<file path="src/rtl/uart_tx_fifo.sv">
// Host byte buffer feeding uart_top: writes land in count one edge later, launch one edge after that, with a bit-period guard gap per frame.
// Backpressure: full is raised at DEPTH stored bytes; writes while full are dropped and latch the sticky overflow flag.

module uart_tx_fifo_buf #(
    parameter int W     = 8,
    parameter int DEPTH = 16,
    parameter int AW    = 4
) (
    input  logic          clk,
    input  logic          rst,
    input  logic          push_vld,
    input  logic [W-1:0]  push_dat,
    input  logic          pop,
    output logic [W-1:0]  pop_dat,
    output logic          full,
    output logic          empty,
    output logic [AW:0]   count,
    output logic          overflow
);
    logic [W-1:0]  mem [DEPTH];
    logic [AW-1:0] wr_ptr;
    logic [AW-1:0] rd_ptr;
    logic          push_ok;

    assign full    = (count == (AW+1)'(DEPTH));
    assign empty   = (count == '0);
    assign push_ok = push_vld & ~full;
    assign pop_dat = mem[rd_ptr];

    always_ff @(posedge clk) begin
        if (!rst) begin
            wr_ptr   <= '0;
            rd_ptr   <= '0;
            count    <= '0;
            overflow <= 1'b0;
        end else begin
            if (push_ok)
                wr_ptr <= wr_ptr + AW'(1);
            if (pop)
                rd_ptr <= rd_ptr + AW'(1);
            if (push_vld & full)
                overflow <= 1'b1;
            case ({push_ok, pop})
                2'b10:   count <= count + (AW+1)'(1);
                2'b01:   count <= count - (AW+1)'(1);
                default: count <= count;
            endcase
        end
    end

    // Storage is not reset; pointer reset alone discards the contents.
    always_ff @(posedge clk) begin
        if (push_ok)
            mem[wr_ptr] <= push_dat;
    end
endmodule

module uart_tx_fifo #(
    parameter int clk_freq  = 1000000,
    parameter int baud_rate = 9600,
    parameter int DEPTH     = 16,
    parameter int AW        = 4
) (
    input  logic          clk,
    input  logic          rst,
    input  logic          wr_en,
    input  logic [7:0]    wr_data,
    output logic          full,
    output logic          empty,
    output logic [AW:0]   count,
    output logic          overflow,
    output logic [7:0]    dintx,
    output logic          newd,
    input  logic          donetx,
    output logic          busy
);
    localparam int GAP_LOAD = clk_freq / baud_rate - 1;
    localparam int GW       = (GAP_LOAD < 2) ? 1 : $clog2(GAP_LOAD + 1);

    typedef enum logic [1:0] {IDLE, SEND, GAP} state_t;

    state_t        state;
    state_t        state_nxt;
    logic          donetx_q;
    logic          done_rise;
    logic [GW-1:0] gap_cnt;
    logic          pop;
    logic          gap_load;
    logic          newd_nxt;
    logic [7:0]    pop_dat;

    uart_tx_fifo_buf #(.W(8), .DEPTH(DEPTH), .AW(AW)) u_buf (
        .clk      (clk),
        .rst      (rst),
        .push_vld (wr_en),
        .push_dat (wr_data),
        .pop      (pop),
        .pop_dat  (pop_dat),
        .full     (full),
        .empty    (empty),
        .count    (count),
        .overflow (overflow)
    );

    assign done_rise = donetx & ~donetx_q;
    assign busy      = (state != IDLE);

    always_ff @(posedge clk) begin
        if (!rst)
            state <= IDLE;
        else
            state <= state_nxt;
    end

    always_comb begin
        state_nxt = state;
        case (state)
            IDLE:    if (!empty)          state_nxt = SEND;
            SEND:    if (done_rise)       state_nxt = GAP;
            GAP:     if (gap_cnt == '0)   state_nxt = IDLE;
            default:                      state_nxt = IDLE;
        endcase
    end

    always_comb begin
        pop      = (state == IDLE) & ~empty;
        gap_load = (state == SEND) & done_rise;
        newd_nxt = (state_nxt == SEND);
    end

    // dintx only loads at launch, so it is frozen for the whole SEND phase.
    always_ff @(posedge clk) begin
        if (!rst) begin
            dintx    <= 8'h00;
            newd     <= 1'b0;
            gap_cnt  <= '0;
            donetx_q <= 1'b0;
        end else begin
            donetx_q <= donetx;
            newd     <= newd_nxt;
            if (pop)
                dintx <= pop_dat;
            if (gap_load)
                gap_cnt <= GW'(GAP_LOAD);
            else if (state == GAP && gap_cnt != '0)
                gap_cnt <= gap_cnt - GW'(1);
        end
    end
endmodule

</file>
<file path="config.mk">
export PLATFORM = sky130hd
export DESIGN_NAME = uart_tx_fifo
export DESIGN_NICKNAME = d
export VERILOG_FILES = /design/src/rtl/uart_tx_fifo.sv
export SDC_FILE = /design/constraint.sdc
export NUM_CORES = 1
export LEC_CHECK = 0
export ABC_CLOCK_PERIOD_IN_PS = 6400
export CAP_MARGIN = 20
export CORE_AREA = 2 2 132 134
export DETAILED_ROUTE_END_ITERATION = 7
export DIE_AREA = 0 0 134 136
export PLACE_DENSITY_LB_ADDON = 0.15
export SLEW_MARGIN = 20
export SYNTH_ARGS = -nofsm -noshare
export SYNTH_HDL_FRONTEND = slang
export SYNTH_SLANG_ARGS = --single-unit
</file>
<file path="constraint.sdc">
create_clock -name clk -period 6.4 [get_ports clk]
set_input_delay 1.28 -clock clk [delete_from_list [all_inputs] [get_ports clk]]
set_output_delay 1.28 -clock clk [all_outputs]
set_load 0.05 [all_outputs]
</file>
---- Word level (Yosys, flattened, before mapping) ----
Memory sizes are Yosys's and may differ from the RTL's. A register that Yosys moved wholly into a read port is not among the register bits.
Index checks and enable logic that the tools add are counted.
storage, ports and cells
  bits in writable memories ............... 128
  memories ................................ 1
  flip-flop bits (word level) ............. 25
  output and inout port bits .............. 18
  bits of input ports ..................... 12
  word-level logic and storage cells ...... 49
memories
  memory     depth  bits a word  read ports  clocked after Yosys merged registers in  write ports  line  RTL
  u_buf.mem  16     8            1           1                                        1            20    logic [W-1:0] mem [DEPTH];
cells by class
  $add $sub $neg .......................... 5
  equality and inequality tests ........... 6
  muxes and demuxes ....................... 9
  reductions and logical operators ........ 10
  bitwise operators ....................... 9
operators by type and width
  cell                                                                 number
  7-bit two-way mux                                                    2
  5-bit case mux with 2 select lines                                   1
  4-bit by 1-bit adder with 4-bit output (second input constant)       2
  7-bit logical NOT                                                    1
  7-bit nonzero test                                                   1
  7-bit by 1-bit subtractor with 7-bit output (second input constant)  1
  2-bit by 1-bit == test with 1-bit output (second input constant)     3
  2-bit two-way mux                                                    3
  2-bit case mux with 3 select lines                                   1
  2-bit nonzero test                                                   3
  5-bit by 1-bit adder with 5-bit output (second input constant)       1
  1-bit bitwise AND                                                    5
  5-bit == test (second input constant)                                1
  5-bit logical NOT                                                    1
  5-bit by 1-bit subtractor with 5-bit output (second input constant)  1
  2-bit == test (second input constant)                                2
  1-bit inverter                                                       4
  2-bit logical NOT                                                    1
  1-bit two-way mux                                                    2
  2-bit OR reduction                                                   1
  1-bit logical AND                                                    1
  1-bit logical NOT                                                    1

---- Depth between registers and ports, before layout ----
Gate-level depths: netlist of the first run.
  depth in word-level cells ............... 5
  mapped depth ............................ 12
  gate-level depth less buffers ........... 10

---- By module ----
From an unflattened synthesis of the first run, not the netlist that was laid out.
second synthesis, totals
  cells, all modules ...................... 395
  area total of the unflattened synthesis .. 6735.2 sq um
by module, submodules not included
  module            area an instance (sq um)  sequential area each (sq um)  instances  cells each
  uart_tx_fifo_buf  5853.1                    4204.0                        1          295
  uart_tx_fifo      882.1                     380.4                         1          100

---- Worst setup path before layout of the first run ----
OpenSTA, ideal clock, no wires.
  path type ............................... register to output
  start point ............................. register u_buf.count[1]
  end point ............................... output port full
  data required time ...................... 5120 ps
  arrival time ............................ 2004 ps
  slack ................................... 3116 ps
  buffers on the path ..................... 2
  stages on the path, launching flop included .. 5
  cells stage by stage .................... dfxtp_1 > buf_6 > or4_4 > buf_6 > nor2_1
on the way
  cells in the longest elaborated chain, start to end .. 1
RTL lines
  item                    line  RTL
  from (decl)             17    output logic [AW:0] count,
  from (signal assigned)  44    2'b10: count <= count + (AW+1)'(1);
  from (signal assigned)  45    2'b01: count <= count - (AW+1)'(1);
  from (signal assigned)  46    default: count <= count;
  5-bit == test           25    assign full = (count == (AW+1)'(DEPTH));
  to (decl)               68    output logic full,
No other way between the ends.

---- Worst setup path after layout of the first run ----
  start point ............................. input port wr_en
  end point ............................... register u_buf.count[4]
on the way
  cells in the longest elaborated chain, start to end .. 3
RTL lines
  item                                                                       line  RTL
  from (decl)                                                                66    input logic wr_en,
  1-bit bitwise AND *                                                        27    assign push_ok = push_vld & ~full;
  2-bit by 1-bit == test with 1-bit output or 2-bit == test (tied branches)  43    case ({push_ok, pop})
  5-bit case mux with 2 select lines or 2-bit nonzero test (tied branches)   n/a
Mark *: on every way between the ends. The rest lies on a longest branch, timed or not.
A chain may end at the register's enable or synchronous reset.

==> summary.txt, run 1 <==
Hold path
  – Hold path start: u_buf.overflow
  – HP Class: reg2reg

CTS
  – H-tree levels: 4
  – Clock sinks: 161
  – Hold_buf cts: 0
  – CTS buffer count: 17
  – CTS root buffer: clkbuf_16
  – CTS clk-pin slew, worst paths: 0.06 ns
  – CTS tree: built
  – Post-CTS resize count: 0
  – Clk Latency, worst-skew pair: 0.42 ns
  – Maximum clock insertion buffer count: 2
  – Post-CTS setup buffers: 0

Routing
  – DR pass1 iterations: 5
  – Initial DRC count: 219
  – Antenna-violating nets left: 0
  – Drt wl/cell: 19.5 um
  – Vias/cell: 5.24
  – Vias: 3614
  – Number of remaining DRC errors: 0
  – Drt total wl: 13.5 mm

Synth
  – Syn_nets: 448
  – Synth unique cells: 49
  – Avg Inst Size Synth: 15.4 um2
  – Synthesized flop and latch total: 161
  – Post-Syn Area: 0.00656 mm2
  – Predominant post-synthesis flop cell: edfxtp_1
  – Cells after Synth: 426
  – Async set-or-reset flop fraction in the synthesized netlist: 0%
  – Count of flip-flops with a built-in enable after synthesis: 128
  – Synth warn: 0
  – Sequential area share after synthesis: 68.7%

STA
  – Layout Skew: 0.00857 ns
  – Final WS setup: 2.58 ns
  – Clock period minus worst slack: 3.82 ns
  – F_max: 262 MHz
  – Endpoints failing setup: 0
  – Setup TNS: 0 ns
  – Final slew viol count: 0
  – RSZ-0062 raised after global routing: no
  – Final hold vios: 0
  – Least-Margin Pin Slew: 0.951 ns
  – Slew headroom: 36.2%
  – Period utilization: 59.7%

Final layout
  – Fill count: 1497
  – Post-layout instance area: 0.00769 mm2
  – Layout cells sized above 1: 12.5%
  – Final Core Density: 45.6%
  – Diodes inserted: 0
  – Fin nets: 474
  – Fin cells: 690
  – Layout Area Growth over Synthesis: 17.3%

Placed design
  – Post-DP Area: 0.00702 mm2
  – GPL Wtd Cong: 0.797
  – Placement Setup Slack: 2.18 ns
  – Final HPWL DP: 8.48 mm
  – Cell count after placement: 658
  – I/O Buffers: 29

Floorplan
  – Row cnt: 48
  – Starting Density: 38.9%
  – Die area: 0.0182 mm2
  – Die height: 136 um
  – Core area: 0.0169 mm2
  – IO Count: 30
  – DIE WIDTH: 134 um

Power and ir drop
  – PwrDens: 430 mW/mm2
  – Worst-case vdd ir drop: 295 uV
  – Lkg Pwr: 2.44 nW

GRT
  – Largest net degree at the start of global routing: 51
  – Vias in the first global route: 3738
  – Global-route wire length before repair: 21.1 mm
  – Total grt overflow: 0
  – Antenna violations before repair: 0
  – Tot GR Track Use: 15.9%

Worst setup path
  – CP endpoint kind: flip-flop
  – Critical path class: in2reg
  – FF-to-FF Start: u_buf.count[4]
  – Critical path startpoint category: input pin
  – Largest stage delay on the critical path: 0.60 ns
  – CP cell instances: clkdlybuf4s50_1 > a21boi_1 > inv_1 > ha_1 > xor2_1 > ha_1 > o21a_1 > o21a_1 > o32ai_1 > mux2i_1
  – Crit path from: wr_en
  – Slowest-stage cell, CP: a21boi_1
  – CP arrival: 4.17 ns
  – Worst Path Required: 6.75 ns
  – Critical-path maximum fanout: 8

Run status
  – Status: finished clean

Run
  – Maxcap violations: 0
-- layout by cell type (no fill, tap or decap), types with 5 or more instances in the layout --
master             n
edfxtp_1         128
nor2_1            36
mux2i_1           36
dfxtp_1           32
clkdlybuf4s50_1   29
clkbuf_16         17
mux4_2            16
o22ai_1           16
xor2_1            10
a21oi_1           10
ha_1              10
inv_1              9
o21ai_0            9
a31oi_1            9
a22oi_1            8
nand2_1            7
bufinv_16          6
nor3_1             5
nor2b_1            5
-- where the power goes --
group	leakage [nW]	switching, W	internal, W
registers	1.43	0.0000756	0.00122
logic	0.701	0.000555	0.000322
clock network	0.315	0.000402	0.000735
-- flip-flops by register name, summed over array words and instances (netlist names) --
register / count
u_buf.mem: 128
dintx: 8
gap_cnt: 7
u_buf.count: 5
u_buf.rd_ptr: 4
u_buf.wr_ptr: 4
state: 2
donetx_q: 1
newd: 1
u_buf.overflow: 1
-- worst max-delay path, delay by kind of cell --
kind / cells / cell delay (ns)
compound gates: 4 / 1.23
xor+xnor: 1 / 0.18
fa+ha+maj: 2 / 0.55
buf+inv: 2 / 0.72
mux: 1 / 0.22
-- logic make-up after synthesis --
group / synth area share (%)
flip-flops: 68.7
AND/OR/NAND/NOR: 6.24
AO/OA/AOI/OAI: 7.59
multiplexers: 11.0
buffers and inverters: 2.73
XOR/XNOR: 1.87
adder cells (fa/ha/maj): 1.91
-- area by class of cell --
cell class                      count  area [um2]  area share, %
Clock buffer                       20         437           5.68
Clock inverter                     12         230           2.99
Inverter                            9        33.8          0.439
Multi-Input combinational cell    230        1890           24.5
Sequential cell                   161        4510           58.6
Tap cell                          225         282           3.66
Timing Repair Buffer               33         320           4.16
-- worst paths after layout --
path                          to  cells past startpoint  slack, ns
setup reg to reg  u_buf.count[4]                      9       3.21
hold reg to reg   u_buf.overflow                      2       0.47
setup / recovery  u_buf.count[4]                     10       2.58
hold / removal    u_buf.overflow                      2       0.47
-- cell usage after synthesis, types with 3 or more instances --
| library cell | n | area [um2] |
|---|---|---|
| nor2b_1 | 5 | 31.3 |
| nor2_1 | 36 | 135 |
| buf_2 | 8 | 40.0 |
| o211ai_1 | 4 | 30.0 |
| dfxtp_1 | 33 | 661 |
| mux4_2 | 16 | 360 |
| xor2_1 | 10 | 87.6 |
| a21oi_1 | 10 | 50.1 |
| nand3b_1 | 4 | 30.0 |
| o21ai_0 | 9 | 45.0 |
| a31oi_1 | 9 | 56.3 |
| nor3_1 | 7 | 35.0 |
| o22ai_1 | 16 | 100 |
| nand2_1 | 7 | 26.3 |
| edfxtp_1 | 128 | 3840 |
| inv_1 | 9 | 33.8 |
| nand2b_1 | 4 | 25.0 |
| xnor2_1 | 4 | 35.0 |
| nand3_1 | 3 | 15.0 |
| or3_1 | 3 | 18.8 |
| and3_1 | 3 | 18.8 |
| ha_1 | 10 | 125 |
| a22oi_1 | 8 | 60.1 |
| buf_6 | 4 | 45.0 |
| mux2i_1 | 36 | 360 |
| clkbuf_1 | 10 | 37.5 |
-- stage by stage --
step                      total power, W  hold WS, ns
after global placement           0.00218        0.446
after global routing             0.00345        0.496
after detailed placement         0.00220        0.453
after CTS                        0.00333        0.470
final                            0.00331        0.465
after floorplan                  0.00195        0.451
-- metal layers --
metal	vias up	share of wire, %	routed length (um)	track usage, %
li1	1700	-	-	-
met1	1808	44	5950	20.6
met2	88	49	6540	26.4
met3	18	5.7	771	3.32
met4	0	1.5	208	6.15
met5	-	0	0	0
Note: power is estimated with default switching activity, not from simulation.
==> run 2: changes to the inputs <==
--- a/config.mk
+++ b/config.mk
@@ -5,7 +5,7 @@
 export SDC_FILE = /design/constraint.sdc
 export NUM_CORES = 1
 export LEC_CHECK = 0
-export ABC_CLOCK_PERIOD_IN_PS = 6400
+export ABC_CLOCK_PERIOD_IN_PS = 3300
 export CAP_MARGIN = 20
 export CORE_AREA = 2 2 132 134
 export DETAILED_ROUTE_END_ITERATION = 7
==> constraint.sdc (replaced) <==
create_clock -name clk -period 3.3 [get_ports clk]
set_input_delay 0.66 -clock clk [delete_from_list [all_inputs] [get_ports clk]]
set_output_delay 0.66 -clock clk [all_outputs]
set_load 0.05 [all_outputs]
==> summary.txt, run 2 (same netlist as run 1, synthesis figures left out) <==
Placed design
  – GPL Wtd Cong: 0.774 (-2.8%)
  – Post-DP Area: 0.00715 mm2 (+1.9%)
  – Final HPWL DP: 8.46 mm (-0.21%)
  – I/O Buffers: 29 (unchanged)

STA
  – Layout Skew: 0.00725 ns (-0.00132 ns)
  – Final hold vios: 0 (unchanged)
  – Endpoints failing setup: 0 (unchanged)
  – Slew headroom: 43.1% (+6.9 points)
  – Clock period minus worst slack: 3.08 ns
  – Final slew viol count: 0 (unchanged)
  – RSZ-0062 raised after global routing: no
  – Setup TNS: 0 ns (unchanged)
  – Period utilization: 93.5%
  – F_max: 324 MHz
  – Least-Margin Pin Slew: 0.853 ns (-0.0979 ns)

CTS
  – CTS buffer count: 17 (unchanged)
  – H-tree levels: 4 (unchanged)
  – Maximum clock insertion buffer count: 2 (unchanged)
  – CTS root buffer: clkbuf_16
  – CTS clk-pin slew, worst paths: 0.06 ns (about the same)
  – Clock sinks: 161 (unchanged)
  – Clk Latency, worst-skew pair: 0.42 ns (about the same)
  – Post-CTS resize count: 0 (unchanged)
  – CTS tree: built
  – Hold_buf cts: 0 (unchanged)
  – Post-CTS setup buffers: 0 (unchanged)

Power and ir drop
  – Total power: 0.00608 W (+84%)
  – PwrDens: 788 mW/mm2 (+83%)
  – Worst-case vdd ir drop: 520 uV (+76%)
  – Lkg Pwr: 2.49 nW (+1.8%)

Final layout
  – Final Core Density: 45.7% (+0.11 points)
  – Diodes inserted: 0 (unchanged)
  – Post-layout instance area: 0.00771 mm2 (+0.24%)
  – Most common cell after layout, fill and taps aside: edfxtp_1
  – Layout Area Growth over Synthesis: 17.6%
  – Layout cells sized above 1: 15.5% (+3.1 points)
  – Fill count: 1487 (-0.67%)
  – Area taken by multi-input logic gates: 0.00188 mm2 (-0.53%)
  – Top reg by flops: u_buf.mem
  – Most frequent cells in the layout: edfxtp_1, nor2_1, mux2i_1
  – Largest register FFs: 128 (unchanged)
  – Fin nets: 492 (+3.8%)
  – Largest regs: u_buf.mem: 128 flops, dintx: 8 flops, gap_cnt: 7 flops
  – Register area: 0.00451 mm2 (unchanged)

Routing
  – Drt total wl: 13.3 mm (-1.1%)
  – Antenna-violating nets left: 0 (unchanged)
  – DR pass1 iterations: 4 (-1)
  – Vias: 3651 (+1.0%)
  – Initial DRC count: 270 (+23%)
  – Drt wl/cell: 18.8 um (-3.6%)
  – Number of remaining DRC errors: 0 (unchanged)
  – Vias/cell: 5.16 (-1.5%)

GRT
  – Antenna violations before repair: 0 (unchanged)
  – Largest net degree at the start of global routing: 51 (unchanged)
  – Total grt overflow: 0 (unchanged)
  – Vias in the first global route: 3539 (-5.3%)
  – Tot GR Track Use: 15.7% (-0.16 points)
  – Global-route wire length before repair: 20.5 mm (-2.5%)

Floorplan
  – Die area: 0.0182 mm2 (unchanged)
  – DIE WIDTH: 134 um (unchanged)
  – IO Count: 30 (unchanged)
  – Core area: 0.0169 mm2 (unchanged)
  – Die height: 136 um (unchanged)
  – Row cnt: 48 (unchanged)
  – Starting Density: 38.9% (unchanged)

Worst setup path
  – Critical path class: reg2out
  – Critical path startpoint category: flip-flop
  – CP endpoint kind: output port
  – CP arrival: 2.42 ns (-1.75 ns)
  – Critical-path maximum fanout: 10 (+2)
  – Worst Path Required: 2.64 ns (-4.11 ns)

Hold path
  – HP Class: reg2reg

Run status
  – Status: finished clean

Run
  – Maxcap violations: 0 (unchanged)
-- run 2: worst max-delay path, cell delays in order, from the launching register on --
cell             delay [ns]
dfxtp_1                0.41
or4_4                  0.62
nor2_1                 0.15
clkdlybuf4s50_1        0.82
-- run 2: worst paths after layout --
| kind | startpoint | to | slack [ns] | cells after the start |
|---|---|---|---|---|
| hold reg to reg | u_buf.overflow | u_buf.overflow | 0.46 | 2 |
| setup reg to reg | u_buf.count[1] | u_buf.count[4] | 0.73 | 10 |
| hold / removal | u_buf.overflow | u_buf.overflow | 0.46 | 2 |
| setup / recovery | u_buf.count[1] | full | 0.22 | 3 |
-- run 2: per-stage QoR --
stage               hold slack, ns  instances  worst slack (ns)
detailed placement           0.456        676             0.231
global route                 0.524        708             0.117
floorplan                    0.451        426             0.343
CTS                          0.472        708             0.182
finish                       0.464        708             0.216
global placement             0.450        676             0.293
-- run 2: power breakdown --
| group | internal [W] | switching, W | total (W) | leakage, nW |
|---|---|---|---|---|
| sequential | 0.00236 | 0.000152 | 0.00251 | 1.43 |
| combinational | 0.000655 | 0.00107 | 0.00173 | 0.789 |
| clock | 0.00105 | 0.000790 | 0.00184 | 0.271 |
| total | 0.00406 | 0.00202 | 0.00608 | 2.49 |
-- run 2: routing by layer --
| layer | wire length (um) | GRT usage, % | up-vias |
|---|---|---|---|
| met1 | 6100 | 20.8 | 1835 |
| met5 | 0 | 0 | - |
| met4 | 324 | 6.86 | 0 |
| met2 | 6320 | 24.6 | 71 |
| li1 | - | - | 1732 |
| met3 | 585 | 4.25 | 13 |
-- run 2: cell type report --
cell class,count,area share [%]
clock inverter,14,1.70
inverter,9,0.438
sequential,161,58.4
multi-input combinational,230,24.3
tap,225,3.65
timing repair buffer,51,5.91
clock buffer,18,5.56
==> run 3: changes to the inputs <==
--- a/config.mk
+++ b/config.mk
@@ -7,9 +7,9 @@
 export LEC_CHECK = 0
 export ABC_CLOCK_PERIOD_IN_PS = 3300
 export CAP_MARGIN = 20
-export CORE_AREA = 2 2 132 134
+export CORE_AREA = 5 5 135 137
 export DETAILED_ROUTE_END_ITERATION = 7
-export DIE_AREA = 0 0 134 136
+export DIE_AREA = 0 0 140 142
 export PLACE_DENSITY_LB_ADDON = 0.15
 export SLEW_MARGIN = 20
 export SYNTH_ARGS = -nofsm -noshare
==> summary.txt, run 3 (same netlist as run 1, synthesis figures left out) <==
Routing
  – Wl on met1: 6.35 mm (+4.1%)
  – Vias: 3687 (+0.99%)
  – Number of remaining DRC errors: 0 (unchanged)
  – Wire length on met3: 706 um (+21%)
  – Antenna-violating nets left: 0 (unchanged)
  – DR pass1 iterations: 4 (unchanged)
  – Max layer used: met4
  – Drt wl/cell: 19.5 um (+3.7%)
  – Drt total wl: 13.8 mm (+3.7%)
  – Vias/cell: 5.21 (+0.99%)
  – Initial DRC count: 266 (-1.5%)
  – Met2 WL post-DR: 6.57 mm (+3.9%)

Floorplan
  – Row cnt: 48 (unchanged)
  – Starting Density: 38.7% (-0.14 points)
  – DIE WIDTH: 140 um (+4.5%)
  – Core area: 0.0169 mm2 (+0.36%)
  – Die area: 0.0199 mm2 (+9.1%)
  – Die height: 142 um (+4.4%)
  – IO Count: 30 (unchanged)

Final layout
  – Top reg by flops: u_buf.mem
  – Largest regs: u_buf.mem: 128 flops, dintx: 8 flops, gap_cnt: 7 flops
  – Fin cells: 708 (unchanged)
  – Largest register FFs: 128 (unchanged)
  – Diodes inserted: 0 (unchanged)
  – Post-layout instance area: 0.00778 mm2 (+0.91%)
  – Most common cell after layout, fill and taps aside: edfxtp_1
  – Layout Area Growth over Synthesis: 18.7%
  – Fin nets: 492 (unchanged)
  – Fill count: 1508 (+1.4%)
  – Most frequent cells in the layout: edfxtp_1, nor2_1, mux2i_1
  – Layout cells sized above 1: 15.3% (-0.21 points)

CTS
  – CTS root buffer: clkbuf_16
  – CTS buffer count: 17 (unchanged)
  – Hold_buf cts: 0 (unchanged)
  – CTS tree: built
  – Post-CTS setup buffers: 0 (unchanged)
  – Clk Latency, worst-skew pair: 0.42 ns (about the same)
  – Maximum clock insertion buffer count: 2 (unchanged)
  – H-tree levels: 4 (unchanged)
  – Clock sinks: 161 (unchanged)
  – Post-CTS resize count: 0 (unchanged)
  – CTS clk-pin slew, worst paths: 0.06 ns (about the same)

STA
  – Final hold vios: 0 (unchanged)
  – Period utilization: 93.6% (+0.13 points)
  – Least-Margin Pin Slew: 0.688 ns (-0.165 ns)
  – RSZ-0062 raised after global routing: no
  – Final slew viol count: 0 (unchanged)
  – F_max: 324 MHz (-0.14%)
  – Layout Skew: 0.00936 ns (+0.00212 ns)
  – Worst hold margin: 0.467 ns (+0.00311 ns)
  – Clock period minus worst slack: 3.09 ns (+0.00421 ns)
  – Setup TNS: 0 ns (unchanged)
  – Slew headroom: 54.0% (+11 points)
  – Endpoints failing setup: 0 (unchanged)

Placed design
  – I/O Buffers: 29 (unchanged)
  – Post-DP Area: 0.00716 mm2 (+0.17%)
  – Final HPWL DP: 8.79 mm (+3.9%)
  – GPL Wtd Cong: 0.789 (+1.9%)
  – Cell count after placement: 676 (unchanged)

Power and ir drop
  – PwrDens: 808 mW/mm2 (+2.4%)
  – Lkg Pwr: 2.52 nW (+1.3%)
  – Worst-case vdd ir drop: 591 uV (+14%)

Worst setup path
  – CP endpoint kind: output port
  – Worst Path Required: 2.64 ns (about the same)
  – CP arrival: 2.43 ns (about the same)
  – Critical path class: reg2out
  – Critical path startpoint category: flip-flop
  – Critical-path maximum fanout: 10 (unchanged)

GRT
  – Tot GR Track Use: 14.8% (-0.97 points)
  – Total grt overflow: 0 (unchanged)
  – Antenna violations before repair: 0 (unchanged)
  – Largest net degree at the start of global routing: 31 (-39%)
  – Vias in the first global route: 3733 (+5.5%)
  – Global-route wire length before repair: 21.9 mm (+6.6%)

Hold path
  – HP Class: reg2reg

Run status
  – Status: finished clean

Run
  – Maxcap violations: 0 (unchanged)
run 3: cell types whose count changed in the layout (fill, tap and decap cells not counted), sizes merged:
| cell | before | now |
|---|---|---|
| clkbuf | 18 | 19 |
| clkinv | 7 | 6 |
| inv | 13 | 11 |
| clkinvlp | 2 | 1 |
| bufinv | 1 | 4 |
run 3: worst paths after layout:
check,start,to,slack [ns],cells after the start
min reg2reg,u_buf.overflow,u_buf.overflow,0.47,2
max,u_buf.count[1],full,0.21,3
max reg2reg,u_buf.count[1],u_buf.count[3],0.81,9
min,u_buf.overflow,u_buf.overflow,0.47,2
run 3: cell type report:
type | count | area (um2) | area share [%]
inverters | 9 | 33.8 | 0.434
flip-flops and latches | 161 | 4510 | 57.9
multi-input cells | 230 | 1880 | 24.1
clock buffers | 19 | 433 | 5.56
repair buffers | 51 | 468 | 6.01
clock inverters | 13 | 185 | 2.38
well taps | 225 | 282 | 3.62
run 3: metal layers:
layer | vias to the layer above | track usage (%)
li1 | 1737 | -
met1 | 1850 | 20.3
met2 | 83 | 23.1
met3 | 17 | 3.90
met4 | 0 | 4.90
met5 | - | 0
run 3: worst max-delay path: stages, from the launching register on:
cell and delay [ns]:
dfxtp_1 0.40, or4_4 0.62, nor2_1 0.16, clkdlybuf4s50_1 0.82
run 3: power breakdown:
| part | internal [W] | switching (W) |
|---|---|---|
| combinational | 0.000655 | 0.00107 |
| sequential | 0.00236 | 0.000155 |
| clock | 0.00127 | 0.000776 |
| total | 0.00428 | 0.00200 |
run 3: stage by stage:
step	worst slack, ns	utilization [%]	power, W
3_5_place_dp	0.252	42.3	0.00430
6_report	0.211	46.0	0.00628
4_1_cts	0.177	46.0	0.00637
2_1_floorplan	0.343	-	0.00379
3_3_place_gp	0.298	42.3	0.00427
5_1_grt	0.0693	46.0	0.00661
